`src/rtl/program_sequencer.sv`:
```
// program_sequencer: per-cycle next-fetch-address selection for the Galetron core.
// Sources: increment, conditional relative branch, absolute jump, call/return
// through a circular return-address stack, and a forced context-exchange vector.
// Optional feature macro: PROGRAM_SEQUENCER_RAS_EN builds the return-address stack;
// without it call acts as jump, ret as increment, and the RAS outputs are 0.
module program_sequencer #(
    parameter int ADDR_W       = 12,
    parameter int RESET_VECTOR = 256,
    parameter int CTX_VECTOR   = 1079,
    parameter int RAS_DEPTH    = 4
) (
    input  logic                         clock,
    input  logic                         resetCPU_n,
    input  logic [ADDR_W-1:0]            address,
    input  logic                         zero,
    input  logic                         negative,
    input  logic                         bzero,
    input  logic                         bnegative,
    input  logic                         jump,
    input  logic                         call,
    input  logic                         ret,
    input  logic                         HLT,
    input  logic                         jump_context_exchange,
    input  logic                         clear_flags,
    output logic [ADDR_W-1:0]            programCounter,
    output logic [ADDR_W-1:0]            saved_pc,
    output logic [$clog2(RAS_DEPTH):0]   ras_count,
    output logic                         ras_overflow,
    output logic                         ras_underflow
);
    logic [ADDR_W-1:0] pc_q, pc_d, saved_pc_q, saved_pc_d;
    logic [ADDR_W-1:0] pc_inc, branch_add, seq_pc;
    logic              take_branch;

    // Both sums wrap naturally; a two's-complement offset branches backward.
    assign pc_inc      = pc_q + 1'b1;
    assign branch_add  = pc_inc + address;
    assign take_branch = (bzero & zero) | (bnegative & negative);

`ifdef PROGRAM_SEQUENCER_RAS_EN
    localparam int PTR_W = $clog2(RAS_DEPTH);
    localparam int CNT_W = PTR_W + 1;

    logic [ADDR_W-1:0] ras_q [RAS_DEPTH];
    logic [ADDR_W-1:0] ras_d [RAS_DEPTH];
    logic [PTR_W-1:0]  top_q, top_d, top_inc;
    logic [CNT_W-1:0]  cnt_q, cnt_d;
    logic              ovf_q, ovf_d, unf_q, unf_d;
    logic              push, pop, new_ovf, new_unf, ras_upd;

    assign top_inc = top_q + 1'b1;
    // RAS updates are suppressed by halt and by a context exchange.
    assign ras_upd = ~HLT & ~jump_context_exchange;

    // Sequential next-PC (everything below context exchange) plus RAS push/pop intent
    always_comb begin
        seq_pc  = pc_inc;
        push    = 1'b0;
        pop     = 1'b0;
        new_ovf = 1'b0;
        new_unf = 1'b0;
        if (ret) begin
            if (cnt_q != '0) begin
                seq_pc = ras_q[top_q];
                pop    = 1'b1;
            end else begin
                new_unf = 1'b1;
            end
        end else if (call) begin
            seq_pc  = address;
            push    = 1'b1;
            new_ovf = (cnt_q == CNT_W'(RAS_DEPTH));
        end else if (jump) begin
            seq_pc = address;
        end else if (take_branch) begin
            seq_pc = branch_add;
        end
    end

    // RAS storage, pointer, count and sticky flags; a new error beats clear_flags
    always_comb begin
        ras_d = ras_q;
        top_d = top_q;
        cnt_d = cnt_q;
        ovf_d = ovf_q;
        unf_d = unf_q;
        if (!HLT && clear_flags) begin
            ovf_d = 1'b0;
            unf_d = 1'b0;
        end
        if (ras_upd) begin
            if (pop) begin
                top_d = top_q - 1'b1;
                cnt_d = cnt_q - 1'b1;
            end
            if (push) begin
                // When full, top_inc lands on the oldest entry: circular overwrite.
                ras_d[top_inc] = pc_inc;
                top_d          = top_inc;
                if (!new_ovf) cnt_d = cnt_q + 1'b1;
            end
            if (new_ovf) ovf_d = 1'b1;
            if (new_unf) unf_d = 1'b1;
        end
    end

    // RAS state registers
    always_ff @(posedge clock or negedge resetCPU_n) begin
        if (!resetCPU_n) begin
            for (int i = 0; i < RAS_DEPTH; i++) ras_q[i] <= '0;
            top_q <= '0;
            cnt_q <= '0;
            ovf_q <= 1'b0;
            unf_q <= 1'b0;
        end else begin
            ras_q <= ras_d;
            top_q <= top_d;
            cnt_q <= cnt_d;
            ovf_q <= ovf_d;
            unf_q <= unf_d;
        end
    end

    assign ras_count     = cnt_q;
    assign ras_overflow  = ovf_q;
    assign ras_underflow = unf_q;
`else
    logic unused_clear_flags;
    assign unused_clear_flags = clear_flags;

    // Sequential next-PC without a stack: ret increments, call is a plain jump
    always_comb begin
        seq_pc = pc_inc;
        if (ret) begin
            seq_pc = pc_inc;
        end else if (call || jump) begin
            seq_pc = address;
        end else if (take_branch) begin
            seq_pc = branch_add;
        end
    end

    assign ras_count     = '0;
    assign ras_overflow  = 1'b0;
    assign ras_underflow = 1'b0;
`endif

    // Halt holds; context exchange overrides and records where we would have gone
    always_comb begin
        pc_d       = pc_q;
        saved_pc_d = saved_pc_q;
        if (!HLT) begin
            if (jump_context_exchange) begin
                pc_d       = ADDR_W'(CTX_VECTOR);
                saved_pc_d = seq_pc;
            end else begin
                pc_d = seq_pc;
            end
        end
    end

    // PC and resume-address registers
    always_ff @(posedge clock or negedge resetCPU_n) begin
        if (!resetCPU_n) begin
            pc_q       <= ADDR_W'(RESET_VECTOR);
            saved_pc_q <= ADDR_W'(RESET_VECTOR);
        end else begin
            pc_q       <= pc_d;
            saved_pc_q <= saved_pc_d;
        end
    end

    assign programCounter = pc_q;
    assign saved_pc       = saved_pc_q;
endmodule

```
`config.mk`:
```
export PLATFORM = sky130hd
export DESIGN_NAME = program_sequencer
export DESIGN_NICKNAME = d
export VERILOG_FILES = /design/src/rtl/program_sequencer.sv
export SDC_FILE = /design/constraint.sdc
export NUM_CORES = 1
export LEC_CHECK = 0
export ABC_AREA = 0
export BUFFER_PORTS_ARGS = -buffer_cell sky130_fd_sc_hd__buf_2
export CAP_MARGIN = 20
export CORE_ASPECT_RATIO = 1.2
export CORE_UTILIZATION = 55
export CTS_BUF_LIST = sky130_fd_sc_hd__clkbuf_2
export CTS_CLUSTER_SIZE = 10
export DETAILED_ROUTE_END_ITERATION = 6
export GPL_ROUTABILITY_DRIVEN = 0
export PLACE_DENSITY = 0.93
export SLEW_MARGIN = 20
export SYNTH_ARGS = -nofsm -noshare
export SYNTH_HDL_FRONTEND = slang
export SYNTH_SLANG_ARGS = --single-unit
```
`constraint.sdc`:
```
create_clock -name clock -period 7.9 [get_ports clock]
set_input_delay 1.58 -clock clock [delete_from_list [all_inputs] [get_ports clock]]
set_output_delay 1.58 -clock clock [all_outputs]
set_load 0.01 [all_outputs]
```
==> results of run 1 <==
## cells in the final DEF (no fill, tap or decap), types with 7 or more instances in the layout
cell      n
xnor2_1  12
dfrtp_1  22
nor2_1   21
buf_2    46
o21ai_0  18
nand2_1  29
o31ai_1   7
a21oi_1  23
ha_1     14
## sequential cells by signal, indices dropped and copies added (netlist names)
signal and flops:
saved_pc 12, programCounter 12
## where the power goes
group	switching [mW]	leakage (nW)	total (mW)	internal (mW)
Combinational	0.113	0.736	0.193	0.0799
Clock	0.0366	0.0166	0.0499	0.0134
Sequential	0.0187	0.286	0.161	0.142
Total	0.169	1.04	0.404	0.235
## worst paths after layout
path                                         from           endpoint  slack [ns]  cells after the start
worst max-delay path                   address[0]        saved_pc[4]        4.37                      9
worst min-delay path                  saved_pc[7]        saved_pc[7]        0.51                      2
worst max register to register  programCounter[2]        saved_pc[8]        4.83                      9
worst min register to register        saved_pc[7]        saved_pc[7]        0.51                      2
max in group asynchronous              resetCPU_n  programCounter[8]        6.37                      1
min in group asynchronous              resetCPU_n       saved_pc[10]        1.16                      1
## worst register-to-register path, delay by kind of cell (launching register included)
kind	cells	cell delay, ns
fa+ha+maj	1	0.33
xor+xnor	2	0.43
compound gates	4	1.22
flops	1	0.53
simple gates	2	0.48
## cells by family after synthesis
kind of cell	Yosys count	synth area share, %
flip-flops	24	30.7
multiplexers	3	1.59
AO/OA/AOI/OAI	83	27.2
other	1	0.191
adder cells (fa/ha/maj)	15	9.95
XOR/XNOR	16	8.10
buffers and inverters	18	4.40
AND/OR/NAND/NOR	76	17.9
## layer usage
metal,vias up,part of all wire [%]
met5,-,0
met3,14,6.5
li1,956,-
met2,88,50
met1,868,40
met4,0,2.6
## cell type report
class | instances | share of cell area (%)
flip-flops and latches | 24 | 27.3
multi-input cells | 198 | 58.4
repair buffers | 46 | 10.4
well taps | 37 | 2.10
inverters | 5 | 0.851
clock buffers | 4 | 0.908
==> reports/results.tsv, run 1 <==
metric	value	unit
Core Region	3370	µm²
Tightest Pin Transition	0.655	ns
post-synth design cell area	1960	µm²
top_reg_cell synth	dfrtp_1	
Yosys top cell by area	dfrtp_1	
Peak VDD IR	0.000155	V
outcome	finished, final reports clean	
Register Area	603	µm²
post-synthesis cell count	236	
ys async rst share	100	%
Initial Util	58.3	%
fillers	308	
Distinct cells, synth	46	
gr usage total	26.7	%
worst setup margin	4.37	ns
critical path data required time	8.17	ns
1st-iter DRT viols	54	
Finished Layout Cells	314	
CTS Buf Count	3	
clock skew	0.0158	ns
fmax	0.283	GHz
Seq/Total Area, Yosys	30.7	%
wire length per cell	15.7	µm
ANT nets after route	0	
H-tree Lvls	1	
Die ar.	3810	µm²
Final Instance Area	2210	µm²
placed cells	310	
IO Count	53	
largest net degree at the start of global routing	25	
WP buf/inv	1	
# diodes	0	
Reg clk slew, reported paths	0.20	ns
#FFs+latches synth	24	
Worst Setup Start Kind	input port	
GRT met1 Usage	31.8	%
Crit path max-delay family	compound AO/OA/AOI/OAI gates	
Routed WL	4920	µm
Setup-failing EPs final	0	
Max-slew headroom	56.3	%
first-pass GRT wire length	7890	µm
Crit Path Max Fanout	3	
area grow syn2layout	12.4	%
crit-path cells	buf_2, ha_1, fa_1, a211oi_1, nor2_1, or4_1, a21oi_1, a21oi_1, o21ai_0	
setup_tns	0	ns
CTS root buffer	clkbuf_2	
GRT overflow	0	
nets	317	
area of the multi-input gates	1290	µm²
vias in the first global route	1751	
WS Path Type	in2reg	
top-area cell type share of the netlist area	28.1	%
total power per unit cell area	183	nW/µm²
CTS Hold Bufs	0	
Syn Area/Cell	8.31	µm²
CP Capture Type	register	
final core utilization	65.5	%
antenna violations before repair	0	
setup bufs post-CTS	0	
Pwr Total	404	µW
count leader, synth	nand2_1	
max incr delay on CP	0.52	ns
Most Crowded Layer GR	met2	
Worst path slowest cell	or4_1	
RSZ-0062 raised after global routing	no	
max-slew violation count	0	
DP Area	2190	µm²
Clock Latency Late Sink	0.35	ns
most frequent cells after synthesis	29 x nand2_1, 23 x a21oi_1, 22 x dfrtp_1	
via count	1926	
P_leak	1.04	nW
total of max-cap violations	0	
DRC	0	
Final Critical Period	3.53	ns
FP Rows	23	
clock buffer depth	2	
PortBufs	46	
DRT Pass-1 Iters	6	
final hold vios	0	
Worst Path Arrival	3.80	ns
chip width	56.5	µm
hpwl dp	3910	µm
CTS resizes	0	
Synth Warn #	0	
Hold WC Path Type	reg2reg	
share of layout cells above drive strength 1	19.9	%
Synth area leaders	dfrtp_1 28%, ha_1 8.9%, a21oi_1 5.9%	
DP Worst Slack	4.04	ns
most frequent CP cell	a21oi_1	
CTS sink count	24	
number of enable flip-flop cells after synthesis	0	
vias per inst	6.13	
met3 Usage GRT	4.98	%
post-route clock period utilization	44.7	%
CTS tree	built	
GR Layer Usage met2	48.1	%
die height	67.4	µm
final hold slack	0.505	ns
Power figures use the tool's default switching activity.
==> inputs of run 2 (changes only) <==
Settings changed: CORE_UTILIZATION 55 to 49, PLACE_DENSITY 0.93 to 0.88.
Clock period 7.9 ns to 2.8 ns, I/O delays scaled along.
==> run 2 against run 1 <==
Against the previous run:
- the flow now finishes with violations (negative setup slack)
- sequential cell count is the same
- critical path depth grew 3
- largest power group unchanged
- sequential share of layout area shrank 5.1 points
- non-clock buffer count grew 33
- final cell count grew 15%
- clock skew shrank 0.0024 ns
- clock power grew to 2.7 times the previous value
- highest routed layer unchanged
- power grew to 3.4 times the previous value
- wire length grew 30%
- die area grew 12%
==> reports/results.tsv, run 2 (synthesis gave the netlist of run 1 again) <==
metric	value	unit
CP Capture Type	register	
Hold WC Path Type	in2async	
placed cells	355	
Reg clk slew, reported paths	0.22	ns
die height	71.3	µm
most common cell after layout, fill and taps aside	buf_2	
critical path data required time	3.02	ns
DRT Pass-1 Iters	5	
WP buf/inv	4	
CTS sink count	24	
Clock Latency Late Sink	0.34	ns
final hold vios	0	
most frequent cells in the layout	46 x buf_2, 32 x buf_4, 26 x nand2_1	
RSZ-0062 raised after global routing	yes	
Crit Path Max Fanout	3	
clock buffer depth	2	
IO Count	53	
Core Region	3720	µm²
nets	350	
GRT overflow	0	
Setup-failing EPs final	2	
PortBufs	46	
fmax	0.355	GHz
vias per inst	6.20	
antenna violations before repair	0	
max incr delay on CP	0.52	ns
1st-iter DRT viols	138	
most frequent CP cell	buf_4	
Final Instance Area	2720	µm²
failing checks	negative setup slack	
worst setup margin	-0.0179	ns
Die ar.	4260	µm²
Tightest Pin Transition	0.710	ns
Worst Path Arrival	3.04	ns
Peak VDD IR	0.000380	V
vias in the first global route	2029	
total of max-cap violations	0	
post-route clock period utilization	101	%
CTS Buf Count	3	
area grow syn2layout	38.5	%
Crit path max-delay family	compound AO/OA/AOI/OAI gates	
DP Area	2430	µm²
CTS tree	built	
share of layout cells above drive strength 1	41.0	%
largest net degree at the start of global routing	25	
crit-path cells	buf_6, buf_4, inv_1, ha_2, fa_2, buf_4, a21o_1, a211oi_1, or4_4, a21oi_4, a2111oi_0, a21oi_1	
Initial Util	52.7	%
outcome	finished, violations left	
DRC	0	
FP Rows	24	
Final Critical Period	2.82	ns
# diodes	0	
max-slew violation count	0	
H-tree Lvls	1	
total power per unit cell area	508	nW/µm²
ANT nets after route	0	
clock skew	0.0134	ns
wire length per cell	17.7	µm
Worst path slowest cell	a2111oi_0	
via count	2245	
CTS root buffer	clkbuf_2	
gr usage total	27.8	%
chip width	59.8	µm
WS Path Type	reg2reg	
Worst Setup Start Kind	register	
hpwl dp	4310	µm
Routed WL	6420	µm
first-pass GRT wire length	9060	µm
P_leak	1.25	nW
Max-slew headroom	52.7	%
final core utilization	73.0	%
Finished Layout Cells	362	
## run 2: worst reg2reg max path: stages (launching register included)
cell	delay [ns]
dfrtp_2	0.48
buf_6	0.11
buf_4	0.10
inv_1	0.06
ha_2	0.19
fa_2	0.39
buf_4	0.16
a21o_1	0.15
a211oi_1	0.23
or4_4	0.18
a21oi_4	0.06
a2111oi_0	0.52
a21oi_1	0.08
## run 2: final cells by class
| cell class | instances | area, µm² |
|---|---|---|
| flip-flops and latches | 24 | 604 |
| well taps | 52 | 65.1 |
| clock inverters | 1 | 3.75 |
| multi-input cells | 198 | 1530 |
| repair buffers | 79 | 482 |
| inverters | 5 | 18.8 |
| fillers | 279 | 1010 |
| clock buffers | 3 | 15.0 |
## run 2: worst paths after layout
kind / slack (ns) / start / to / cells past startpoint
worst max-delay path: -0.02 / programCounter[0] / programCounter[4] / 12
worst min-delay path: 0.15 / resetCPU_n / programCounter[1] / 1
worst max register to register: -0.02 / programCounter[0] / programCounter[4] / 12
worst min register to register: 0.48 / saved_pc[8] / saved_pc[8] / 2
max in group asynchronous: 2.27 / resetCPU_n / programCounter[8] / 1
min in group clock: 0.48 / saved_pc[8] / saved_pc[8] / 2
## run 2: layer usage
metal | global-route usage, % | wire length [µm] | up-vias
met1 | 33.9 | 2420 | 1063
met2 | 47.8 | 3300 | 135
li1 | - | - | 1012
met4 | 12.4 | 274 | 0
met5 | 0 | 0 | -
met3 | 3.97 | 427 | 35
## run 2: power breakdown
group / leakage, nW / internal [mW] / switching, mW
sequential: 0.286 / 0.400 / 0.0398
clock: 0.0140 / 0.0310 / 0.102
combinational: 0.952 / 0.363 / 0.444
## run 2: per-stage QoR
stage	setup TNS (ns)	power (mW)	setup WS [ns]	hold slack (ns)
after detailed placement	-0.261	1.09	-0.0653	0.464
after floorplan	0	0.833	0.167	0.264
final	-0.0214	1.38	-0.0179	0.153
after CTS	0	1.24	0.0116	0.162
after global placement	0	1.07	0.0240	0.455
after global routing	-0.825	1.46	-0.160	0.148
## run 2: what timing repair did
item                       in CTS  in global routing
setup buffers                   2                  1
hold buffers                    0                  0
gates resized for setup        10                 45
pin swaps                       4                 22
setup endpoints to repair      10                 12
